**config.mk**
```make
export PLATFORM = sky130hd
export DESIGN_NAME = seq_alu
export DESIGN_NICKNAME = d
export VERILOG_FILES = /design/src/rtl/alu_pkg.sv /design/src/rtl/seq_mul.sv /design/src/rtl/seq_alu.sv
export SDC_FILE = /design/constraint.sdc
export NUM_CORES = 1
export LEC_CHECK = 0
export ABC_AREA = 1
export CAP_MARGIN = 20
export CELL_PAD_IN_SITES_DETAIL_PLACEMENT = 0
export CELL_PAD_IN_SITES_GLOBAL_PLACEMENT = 2
export CORE_MARGIN = 4
export CORE_UTILIZATION = 37
export CTS_BUF_LIST = sky130_fd_sc_hd__clkbuf_4
export DETAILED_ROUTE_END_ITERATION = 10
export GPL_TIMING_DRIVEN = 0
export PLACE_DENSITY_LB_ADDON = 0.15
export RECOVER_POWER = 100
export SYNTH_ARGS = -nofsm -noshare
export SYNTH_HDL_FRONTEND = slang
export SYNTH_SLANG_ARGS = --single-unit
```
**constraint.sdc**
```tcl
create_clock -name clk -period 4.7 [get_ports clk]
set_input_delay 0.47 -clock clk [delete_from_list [all_inputs] [get_ports clk]]
set_output_delay 0.47 -clock clk [all_outputs]
set_load 0.05 [all_outputs]
```
**src/rtl/alu_pkg.sv**
```systemverilog
// Shared definitions for the sequential ALU: op codes, flag bit positions,
// control FSM states and the immediate-extension rule.
package alu_pkg;

    // Operation codes; 4'hC..4'hF are undefined and flagged as invalid.
    localparam logic [3:0] OP_ADD  = 4'h0;
    localparam logic [3:0] OP_ADDC = 4'h1;
    localparam logic [3:0] OP_SUB  = 4'h2;
    localparam logic [3:0] OP_SUBC = 4'h3;
    localparam logic [3:0] OP_CMP  = 4'h4;
    localparam logic [3:0] OP_AND  = 4'h5;
    localparam logic [3:0] OP_OR   = 4'h6;
    localparam logic [3:0] OP_XOR  = 4'h7;
    localparam logic [3:0] OP_MOV  = 4'h8;
    localparam logic [3:0] OP_LSH  = 4'h9;
    localparam logic [3:0] OP_ASHU = 4'hA;
    localparam logic [3:0] OP_MUL  = 4'hB;

    // Bit positions inside the flag register {N,Z,F,L,C}.
    localparam int FLAG_C = 0;
    localparam int FLAG_L = 1;
    localparam int FLAG_F = 2;
    localparam int FLAG_Z = 3;
    localparam int FLAG_N = 4;

    typedef enum logic {
        ST_IDLE    = 1'b0,
        ST_MUL_RUN = 1'b1
    } state_e;

    // Logic ops and MOV treat the immediate as an unsigned mask/constant;
    // everything else (arithmetic, compare, multiply, shift amount) is signed.
    function automatic logic imm_zero_ext(input logic [3:0] op);
        return (op == OP_AND) || (op == OP_OR) || (op == OP_XOR) || (op == OP_MOV);
    endfunction

endpackage

```
**src/rtl/seq_mul.sv**
```systemverilog
// Iterative shift-add multiplier: one partial product per clock, WIDTH
// iterations, low WIDTH bits of the product. The low half of a two's
// complement product does not depend on signedness, so an unsigned
// shift-add gives the correct truncated signed result.
module seq_mul
    import alu_pkg::*;
#(
    parameter int WIDTH = 16
) (
    input  logic             clk,
    input  logic             reset,
    input  logic             start_i,
    input  logic [WIDTH-1:0] a_i,
    input  logic [WIDTH-1:0] b_i,
    output logic             done_o,
    output logic [WIDTH-1:0] product_o
);

    localparam int CNT_W = $clog2(WIDTH);

    logic             busy_q,   busy_d;
    logic [CNT_W-1:0] cnt_q,    cnt_d;
    logic [WIDTH-1:0] mcand_q,  mcand_d;
    logic [WIDTH-1:0] mplier_q, mplier_d;
    logic [WIDTH-1:0] acc_q,    acc_d;
    logic [WIDTH-1:0] acc_step;

    // Next-state for one shift-add iteration; done is raised on the last one
    // so the parent can register the product on that same edge.
    always_comb begin
        // NOTE: every output of a combinational block gets a default first so no latch is inferred.
        busy_d   = busy_q;
        cnt_d    = cnt_q;
        mcand_d  = mcand_q;
        mplier_d = mplier_q;
        acc_d    = acc_q;
        done_o   = 1'b0;
        acc_step = acc_q + (mplier_q[0] ? mcand_q : '0);
        if (start_i) begin
            busy_d   = 1'b1;
            cnt_d    = '0;
            mcand_d  = a_i;
            mplier_d = b_i;
            acc_d    = '0;
        end else if (busy_q) begin
            acc_d    = acc_step;
            mcand_d  = mcand_q << 1;
            mplier_d = mplier_q >> 1;
            cnt_d    = cnt_q + 1'b1;
            if (cnt_q == CNT_W'(WIDTH - 1)) begin
                busy_d = 1'b0;
                done_o = 1'b1;
            end
        end
    end

    assign product_o = acc_step;

    // Multiplier state registers; reset abandons any multiply in flight.
    always_ff @(posedge clk or posedge reset) begin
        if (reset) begin
            busy_q   <= 1'b0;
            cnt_q    <= '0;
            mcand_q  <= '0;
            mplier_q <= '0;
            acc_q    <= '0;
        end else begin
            // NOTE: sequential state uses non-blocking assignments so all registers update together.
            busy_q   <= busy_d;
            cnt_q    <= cnt_d;
            mcand_q  <= mcand_d;
            mplier_q <= mplier_d;
            acc_q    <= acc_d;
        end
    end

endmodule

```
**src/rtl/seq_alu.sv**
```systemverilog
// Registered execute-stage ALU with persistent {N,Z,F,L,C} flags, immediate
// operand selection, signed bidirectional shifts and an iterative multiplier
// behind a start/ready/result_valid handshake.
module seq_alu
    import alu_pkg::*;
#(
    parameter int WIDTH = 16,
    parameter int IMM_W = 8
) (
    input  logic             clk,
    input  logic             reset,
    input  logic             start,
    input  logic [3:0]       op,
    input  logic             use_imm,
    input  logic [WIDTH-1:0] a,
    input  logic [WIDTH-1:0] b,
    input  logic [IMM_W-1:0] imm,
    output logic             ready,
    output logic             result_valid,
    output logic [WIDTH-1:0] result,
    output logic [4:0]       flags,
    output logic             invalid
);

    localparam int               MSB     = WIDTH - 1;
    localparam logic [WIDTH-1:0] WIDTH_V = WIDTH'(WIDTH);

    state_e           state_q, state_d;
    logic [WIDTH-1:0] result_q, result_d;
    logic [4:0]       flags_q, flags_d;
    logic             valid_q, valid_d;
    logic             invalid_q, invalid_d;

    logic [WIDTH-1:0] be, imm_sext, imm_zext;
    logic [WIDTH-1:0] alu_r, shamt;
    logic [4:0]       alu_flags;
    logic             alu_invalid, sh_neg, sh_big;
    logic [WIDTH:0]   sum_w, diff_w;
    logic             mul_start, mul_done;
    logic [WIDTH-1:0] mul_product;

    assign imm_sext = {{(WIDTH - IMM_W){imm[IMM_W-1]}}, imm};
    assign imm_zext = {{(WIDTH - IMM_W){1'b0}}, imm};
    assign be       = use_imm ? (imm_zero_ext(op) ? imm_zext : imm_sext) : b;

    // Signed shift amount: non-negative shifts left, negative shifts right by the magnitude.
    assign sh_neg = be[MSB];
    assign shamt  = sh_neg ? (~be + 1'b1) : be;
    assign sh_big = (shamt >= WIDTH_V);

    // Single-cycle op results and flag updates; carry comes from the registered flags.
    always_comb begin
        alu_r       = '0;
        alu_flags   = flags_q;
        alu_invalid = 1'b0;
        sum_w       = {1'b0, a} + {1'b0, be} + (WIDTH + 1)'((op == OP_ADDC) && flags_q[FLAG_C]);
        diff_w      = {1'b0, a} - {1'b0, be} - (WIDTH + 1)'((op == OP_SUBC) && flags_q[FLAG_C]);
        case (op)
            OP_ADD, OP_ADDC: begin
                alu_r             = sum_w[MSB:0];
                alu_flags[FLAG_C] = sum_w[WIDTH];
                alu_flags[FLAG_F] = (a[MSB] == be[MSB]) && (alu_r[MSB] != a[MSB]);
                alu_flags[FLAG_Z] = (alu_r == '0);
            end
            OP_SUB, OP_SUBC: begin
                alu_r             = diff_w[MSB:0];
                alu_flags[FLAG_C] = diff_w[WIDTH];
                alu_flags[FLAG_F] = (a[MSB] != be[MSB]) && (alu_r[MSB] != a[MSB]);
                alu_flags[FLAG_Z] = (alu_r == '0);
            end
            OP_CMP: begin
                alu_flags[FLAG_L] = (a < be);
                alu_flags[FLAG_N] = ($signed(a) < $signed(be));
                alu_flags[FLAG_Z] = (a == be);
            end
            OP_AND: alu_r = a & be;
            OP_OR:  alu_r = a | be;
            OP_XOR: alu_r = a ^ be;
            OP_MOV: alu_r = be;
            OP_LSH: begin
                if (sh_big)      alu_r = '0;
                else if (sh_neg) alu_r = a >> shamt;
                else             alu_r = a << shamt;
            end
            OP_ASHU: begin
                if (sh_neg) alu_r = sh_big ? {WIDTH{a[MSB]}} : WIDTH'($signed(a) >>> shamt);
                else        alu_r = sh_big ? '0 : a << shamt;
            end
            OP_MUL:  alu_r = '0;
            default: alu_invalid = 1'b1;
        endcase
    end

    // Handshake FSM: single-cycle ops complete in IDLE, MUL parks in MUL_RUN until done.
    always_comb begin
        state_d   = state_q;
        result_d  = result_q;
        flags_d   = flags_q;
        valid_d   = 1'b0;
        invalid_d = 1'b0;
        mul_start = 1'b0;
        case (state_q)
            ST_IDLE: begin
                if (start) begin
                    if (op == OP_MUL) begin
                        mul_start = 1'b1;
                        state_d   = ST_MUL_RUN;
                    end else begin
                        result_d  = alu_r;
                        flags_d   = alu_flags;
                        valid_d   = 1'b1;
                        invalid_d = alu_invalid;
                    end
                end
            end
            ST_MUL_RUN: begin
                if (mul_done) begin
                    result_d         = mul_product;
                    flags_d[FLAG_Z]  = (mul_product == '0);
                    valid_d          = 1'b1;
                    state_d          = ST_IDLE;
                end
            end
            default: state_d = ST_IDLE;
        endcase
    end

    // Architectural state: FSM, result, flags and the completion pulses.
    always_ff @(posedge clk or posedge reset) begin
        if (reset) begin
            state_q   <= ST_IDLE;
            result_q  <= '0;
            flags_q   <= '0;
            valid_q   <= 1'b0;
            invalid_q <= 1'b0;
        end else begin
            state_q   <= state_d;
            result_q  <= result_d;
            flags_q   <= flags_d;
            valid_q   <= valid_d;
            invalid_q <= invalid_d;
        end
    end

    seq_mul #(.WIDTH(WIDTH)) u_mul (
        .clk       (clk),
        .reset     (reset),
        .start_i   (mul_start),
        .a_i       (a),
        .b_i       (be),
        .done_o    (mul_done),
        .product_o (mul_product)
    );

    assign ready        = (state_q == ST_IDLE);
    assign result_valid = valid_q;
    assign result       = result_q;
    assign flags        = flags_q;
    assign invalid      = invalid_q;

endmodule
```
---- After elaboration in Yosys (flattened, before gate mapping) ----
Cells that the tools add are included.
storage, ports and cells
  bits in registers ....................... 77
  latch bits .............................. 0
  memory bits (writable) .................. 0
  bits in read-only memories .............. 0
  input port bits ......................... 48
  output and inout bits ................... 24
  word-level logic and storage cells ...... 121
  memories ................................ 0
cells by class
  add/sub/neg operators ................... 7
  multiply operators ...................... 0
  divide/modulo/power cells ............... 0
  magnitude comparators ................... 3
  equality and inequality tests ........... 21
  shift-type cells ........................ 3
  mux-type cells .......................... 49
  bitwise gates (word level) .............. 6
  reductions and logical operators ........ 20
operators by type and width
  kind                                                                     number
  16-bit 2-to-1 mux                                                        18
  16-bit one-hot mux with 8 select lines                                   1
  16-bit zero test                                                         3
  16-bit < comparator                                                      2
  16-bit one-hot mux with 2 select lines                                   1
  4-bit equality test (second input constant)                              5
  1-bit 2-to-1 mux                                                         19
  16-bit by 16-bit adder with 17-bit output                                1
  17-bit by 1-bit adder with 17-bit output                                 1
  16-bit by 16-bit subtractor with 17-bit output                           1
  17-bit by 1-bit subtractor with 17-bit output                            1
  16-bit by 1-bit adder with 16-bit output (second input constant)         1
  16-bit adder                                                             1
  16-bit bitwise AND                                                       1
  16-bit equality test                                                     1
  4-bit by 3-bit equality test with 1-bit output (second input constant)   4
  16-bit by 5-bit >= comparator with 1-bit output (second input constant)  1
  4-bit 2-to-1 mux                                                         4
  16-bit NOT                                                               1
  16-bit bitwise OR                                                        1
  16-bit by 16-bit << shifter with 16-bit output                           1
  16-bit by 16-bit >> shifter with 16-bit output                           1
  16-bit by 16-bit >>> shifter with 16-bit output                          1
  16-bit bitwise XOR                                                       1
  19 further kinds                                                         37

---- Longest topological paths before layout ----
  depth in word-level cells ............... 16
  mapped depth ............................ 30
  mapped depth without buffers ............ 29

---- By module ----
Synthesis repeated with hierarchy kept, for this count alone.
second synthesis, totals
  cells, all modules ...................... 1611
  area, all modules ....................... 10158.5 um^2
by module, submodules not included
  module   instances  cells an instance  area each (um^2)  sequential area each (um^2)
  seq_alu  1          1167               6864.1            600.6
  seq_mul  1          444                3294.4            1326.3

---- Worst setup path after synthesis ----
No wires, ideal clock.
  kind .................................... input to register
  from .................................... input port use_imm
  to ...................................... register flags_q[3] (netlist: flags[3])
  library setup time ...................... 120 ps
  data arrival time ....................... 3664 ps
  required time ........................... 4580 ps
  slack ................................... 915 ps
  cell stages on the path ................. 25
  path buffers ............................ 2
  cell sequence ........................... buf_6 nand2_1 o21ai_4 inv_1 clkbuf_1 fa_1 inv_1 fa_1 o21ai_0 a21oi_1 nor2_1 inv_1 o21ai_0 nand2_1 nand2_1 a21oi_1 o21bai_1 xor2_1 nor2_1 nand4_1 nand3_1 nand2_1 nand3_1 o21ai_0 inv_1
between the ends
  word-level cells in the longest chain between the ends .. 8
  elaborated cells on any way between the ends .. 12
  those cells by class .................... add/sub (4); eq/ne (1); mux (5); reduce/logical (2)
ends and longest elaborated chain
  element                                                                                                             RTL line                      RTL
  from (decl)                                                                                                         seq_alu.sv:14                 input logic use_imm,
  16-bit 2-to-1 mux *                                                                                                 seq_alu.sv:44                 assign be = use_imm ? (imm_zero_ext(op) ? imm_zext : imm_sext) : b;
  16-bit by 16-bit subtractor with 17-bit output / 16-bit by 16-bit adder with 17-bit output (equally long branches)  seq_alu.sv:57, seq_alu.sv:56
  17-bit by 1-bit subtractor with 17-bit output / 17-bit by 1-bit adder with 17-bit output (equally long branches)    seq_alu.sv:57, seq_alu.sv:56
  16-bit zero test, on equally long branches                                                                          seq_alu.sv:69, seq_alu.sv:63
  1-bit one-hot mux with 3 select lines *                                                                             seq_alu.sv:58                 case (op)
  4-bit 2-to-1 mux *                                                                                                  seq_alu.sv:105                if (op == OP_MUL) begin
  4-bit 2-to-1 mux *                                                                                                  seq_alu.sv:104                if (start) begin
  1-bit one-hot mux with 2 select lines *                                                                             seq_alu.sv:102                case (state_q)
  to (signal assigned)                                                                                                seq_alu.sv:139                flags_q <= flags_d;
  to (decl)                                                                                                           seq_alu.sv:30                 logic [4:0] flags_q, flags_d;
Every way passes the cells marked *; elsewhere a longest branch is shown, timed or not. The select of a mux whose other input is x is not followed.
A chain may end at the register's enable or synchronous reset.

---- Worst setup path in the final report ----
Ends and elaborated chain as after synthesis.

==> impl.org <==
** Power and ir drop
- Power density over cell area :: 381 mW/mm2
- The share of total power dissipated in combinational logic is 61.6%.
- Cell internal power dissipation :: 2.00 mW
- In this run the power spent charging and discharging nets is 2.25 mW.
- In this run switching power makes up 53.0% of total power.
- Summed over all cells, the static leakage comes to 5.58 nW.
- Peak ir drop on the vdd network :: 0.000399 V
- Sequential share of power :: 26.1%
- Of the total power, the clock network draws 12.4%.
- After layout, the design draws a total of 4.25 mW.

** Layout
- Once layout is complete, the utilization of the core stands at 43.0%.
- Nets@finish :: 1771
- After the flow finishes, the layout carries non-filler instances totaling 1956.
- Fraction of final layout cells sized beyond drive strength 1 :: 5.86%
- Final cell area excluding filler cells :: 0.0112 mm2
- From synthesis to final layout, the design area changed by 14.4%.

** Floorplanning
- Core area :: 0.0260 mm2
- Pin placement for this block handled 72 I/O pins.
- Measured along the y axis, the die boundary spans 170 um.
- Initial core utilization :: 37.6%
- From left edge to right edge, the die measures 170 um.
- Cell Rows :: 59
- The die covers 0.0290 mm2.

** Placed design
- The congestion estimate from routability-driven global placement came to 0.929.
- Detailed placement finished with a half-perimeter wire length of 33200 um.
- Before CTS, the worst setup slack after placement is -0.985 ns.
- Placed inst area :: 0.0109 mm2
- Buffers placed on the I/O ports in this run total 71.
- Placed instance count :: 1936

** Global route
- Number of antenna violations at the first check in global routing :: 1
- Global routing consumed, over all layers together, 27.9% of the routing resources.
- The first global-routing pass estimated 62500 um of wire.
- Number of global-route vias before repair :: 10480
- Entering global routing, the biggest net connects 64 pins.
- Total grt overflow :: 0

** Worst setup path
- Slowest stage cell on the critical path :: sky130_fd_sc_hd__clkdlybuf4s50_1
- Biggest cell delay along the critical path :: 0.55 ns
- Broken down by cell family, the worst path's largest delay share belongs to buffers and inverters.
- At the worst endpoint, the arrival time is 4.81 ns.
- The cell that appears most often on the critical path is sky130_fd_sc_hd__nand2_1.
- STA classifies the critical path startpoint as a primary input.
- In this run the worst path has a maximum fanout of 10.
- Critical-path cell list :: clkdlybuf4s50_1, buf_6, nand2_1, nand2_2, inv_1, ha_1, ha_1, inv_1, nor4_1, nand2_1, nand3_1, a21boi_1, o21ai_0, a21boi_1, o21ai_0, xor2_1, buf_4, nor3_1, nand2_1, nand3_1, nand2_1, nand3_1, o21ai_0, inv_1
- The critical path contains buffers and inverters numbering 6 combined.
- The critical path is of the in -> reg type.
- Crit path capture type :: flip-flop
- Required time of the critical path :: 5.09 ns

** Run status
- Violated checks :: max-capacitance violations, max-slew violations
- The run finished, with violations left.

** Routing
- After detailed routing, the total wire length is 40600 um.
- Detailed-route wire length per cell :: 20.7 um
- Once detail routing completed, the nets flagged for antenna violations numbered 0.
- First-iteration detailed-routing DRC count :: 794
- For this run, the detailed router's first-pass iteration total came to 7.
- Ratio of routed vias to standard cells :: 5.52
- In the routed design, unresolved DRC markers number 0.
- Vias :: 10793

** CTS
- CTS Hold Buffers Added :: 0
- The later pin in the worst-skew pair is clocked with a latency of 0.44 ns.
- Clock transition at the register clock pins on the worst setup and hold paths after CTS :: 0.13 ns
- Clock sink total :: 77
- Root buffer selected by CTS :: sky130_fd_sc_hd__clkbuf_4
- The H-tree was split into 3 levels.
- Buffers inserted during clock tree synthesis total 9.
- Max Root-Sink Buffers :: 2
- TritonCTS clock tree :: built

** Logic synthesis
- For this run, the leading register cell type out of synthesis is sky130_fd_sc_hd__dfrtp_1.
- Top cell type's share of synthesized area :: 19.7%
- Mean instance size in the synthesized netlist :: 6.40 um2
- Synthesis Warnings :: 0
- Cell variety after synth :: 54
- In the post-synthesis netlist, the biggest area contributors are sky130_fd_sc_hd__dfrtp_1 (20%), sky130_fd_sc_hd__nand2_1 (16%), sky130_fd_sc_hd__ha_1 (13%).
- Top cell type by total area after synthesis :: sky130_fd_sc_hd__dfrtp_1
- The cell area that synthesis handed to floorplanning was 0.00976 mm2.
- Sequential element share of the synthesized area :: 19.7%
- Synthesized net count :: 1682
- Seq cells post-synth :: 77
- Number of standard cells after synthesis :: 1526
- In this run, synthesis inferred 0 flip-flops with an integrated enable.
- Of all flip-flops after synthesis, the portion carrying an async set or reset was 100%.

** STA
- Setup violations remaining at the end of the flow were counted as 0.
- Final worst setup slack :: 0.279 ns
- Dividing the final minimum period by the clock period gives 94.1%.
- In this run the tightest slew margin relative to its limit is -103%.
- Subtracting the final worst setup slack from the clock period gives 4.42 ns.
- Setup total negative slack :: 0 ns
- Least-Margin Pin Slew :: 3.05 ns
- On the final layout, the worst clock skew is 0.0194 ns.
- Max-slew violation count :: 64
- Final hold viol count :: 0
- On the final layout, the worst hold slack is 0.494 ns.
- Highest clock frequency the design can meet :: 0.226 GHz

** Hold path
- In this run the worst hold path is classified as reg -> reg.

** Flow run
- Across the run, the number of max-cap violations was 1.
## state kept, by name, indices dropped and copies added, names as in the netlist
name            cells
u_mul.cnt_q         4
flags               5
u_mul.acc_q        16
result             16
u_mul.busy_q        1
invalid             1
u_mul.mplier_q     16
u_mul.mcand_q      16
state_q             1
result_valid        1
## Yosys cell counts, types with 2 or more instances
cell type and n:
sky130_fd_sc_hd__o31ai_1 3, sky130_fd_sc_hd__inv_2 11, sky130_fd_sc_hd__o221ai_1 22, sky130_fd_sc_hd__buf_2 9
sky130_fd_sc_hd__o22ai_1 19, sky130_fd_sc_hd__o211ai_1 17, sky130_fd_sc_hd__or2_2 2, sky130_fd_sc_hd__ha_1 103
sky130_fd_sc_hd__nand2_1 428, sky130_fd_sc_hd__o21ai_1 16, sky130_fd_sc_hd__a21oi_1 81, sky130_fd_sc_hd__mux2_2 2
sky130_fd_sc_hd__nand2_2 14, sky130_fd_sc_hd__nand3b_1 2, sky130_fd_sc_hd__buf_6 3, sky130_fd_sc_hd__nor3b_1 3
sky130_fd_sc_hd__a31oi_1 5, sky130_fd_sc_hd__a21boi_0 4, sky130_fd_sc_hd__nand3_1 134, sky130_fd_sc_hd__o21bai_1 4
sky130_fd_sc_hd__dfrtp_1 77, sky130_fd_sc_hd__a2111oi_0 6, sky130_fd_sc_hd__nand4_1 28, sky130_fd_sc_hd__nor2_1 105
sky130_fd_sc_hd__inv_1 186, sky130_fd_sc_hd__buf_4 3, sky130_fd_sc_hd__a22o_1 4, sky130_fd_sc_hd__clkbuf_1 38
sky130_fd_sc_hd__xor2_1 36, sky130_fd_sc_hd__o21ai_0 74, sky130_fd_sc_hd__fa_1 5, sky130_fd_sc_hd__a22oi_1 7
sky130_fd_sc_hd__nor2_2 8, sky130_fd_sc_hd__xnor2_1 11, sky130_fd_sc_hd__nand3_2 10, sky130_fd_sc_hd__a221oi_1 7
sky130_fd_sc_hd__nor4_1 8, sky130_fd_sc_hd__clkinv_1 3, sky130_fd_sc_hd__nor3_1 13
## tightest hold or removal path, cell delays in order (launching register included)
cell	delay, ns
sky130_fd_sc_hd__dfrtp_1	0.37
sky130_fd_sc_hd__nand2_1	0.05
sky130_fd_sc_hd__o221ai_1	0.05
## final cells by class
type | instances | area (um2)
well taps | 335 | 419
clock buffers | 10 | 75.1
repair buffers | 78 | 756
diodes | 1 | 2.50
multi-input cells | 1194 | 6850
plain buffers | 55 | 274
inverters | 200 | 752
clock inverters | 6 | 111
fillers | 2913 | 14800
flip-flops and latches | 77 | 1930
## cells by family (layout without fill, tap and decap cells)
| kind of cell | Yosys count | after routing | synth area share [%] |
|---|---|---|---|
| AO/OA/AOI/OAI | 278 | 278 | 17.4 |
| XOR/XNOR | 48 | 48 | 4.38 |
| adder cells (fa/ha/maj) | 108 | 108 | 14.2 |
| buffers and inverters | 255 | 349 | 10.4 |
| flip-flops | 77 | 77 | 19.7 |
| multiplexers | 2 | 2 | 0.231 |
| other | 0 | 1 | 0 |
| AND/OR/NAND/NOR | 758 | 758 | 33.7 |
## path summary, 6_finish.rpt
kind / startpoint / endpoint / slack, ns / cells past startpoint
max in group asynchronous: reset / u_mul.acc_q[13] / 0.71 / 3
worst max register to register: flags[0] / flags[3] / 0.81 / 21
worst max-delay path: use_imm / flags[3] / 0.28 / 24
worst min register to register: u_mul.mplier_q[9] / u_mul.mplier_q[8] / 0.49 / 2
worst min-delay path: u_mul.mplier_q[9] / u_mul.mplier_q[8] / 0.49 / 2
min in group asynchronous: reset / u_mul.mplier_q[8] / 0.50 / 2
## layout by cell type (no fill, tap or decap), types with 17 or more instances in the layout
| master | count |
|---|---|
| sky130_fd_sc_hd__xor2_1 | 36 |
| sky130_fd_sc_hd__clkbuf_1 | 37 |
| sky130_fd_sc_hd__o221ai_1 | 22 |
| sky130_fd_sc_hd__dlygate4sd3_1 | 25 |
| sky130_fd_sc_hd__ha_1 | 103 |
| sky130_fd_sc_hd__nor2_1 | 105 |
| sky130_fd_sc_hd__inv_1 | 184 |
| sky130_fd_sc_hd__o22ai_1 | 19 |
| sky130_fd_sc_hd__o21ai_1 | 18 |
| sky130_fd_sc_hd__nand4_1 | 28 |
| sky130_fd_sc_hd__o21ai_0 | 71 |
| sky130_fd_sc_hd__o211ai_1 | 17 |
| sky130_fd_sc_hd__clkdlybuf4s50_1 | 46 |
| sky130_fd_sc_hd__a21oi_1 | 81 |
| sky130_fd_sc_hd__nand2_1 | 428 |
| sky130_fd_sc_hd__dfrtp_1 | 77 |
| sky130_fd_sc_hd__nand3_1 | 134 |
## routing by layer
layer	vias to the layer above	track usage, %	routed length (um)
met5	-	0	0
met4	0	7.99	1170
met3	50	1.42	1460
met2	336	45.6	18600
met1	5154	39.9	19300
li1	5253	-	-
## what timing repair did
action | CTS | global route
gates cloned | 0 | 0
pin swaps | 0 | 2
endpoints found under the setup margin | 4 | 19
setup buffers | 0 | 3
gates resized for setup | 5 | 14
## power groups by stage
stage / registers, mW / clock network [mW] / logic, mW
global placement: 1.12 / 0 / 2.60
CTS: 1.11 / 0.534 / 2.62
global route: 1.14 / 0.558 / 2.88
detailed placement: 1.13 / 0 / 2.61
floorplan: 1.40 / 0 / 1.44
finish: 1.11 / 0.526 / 2.62
Power figures use the tool's default switching activity.
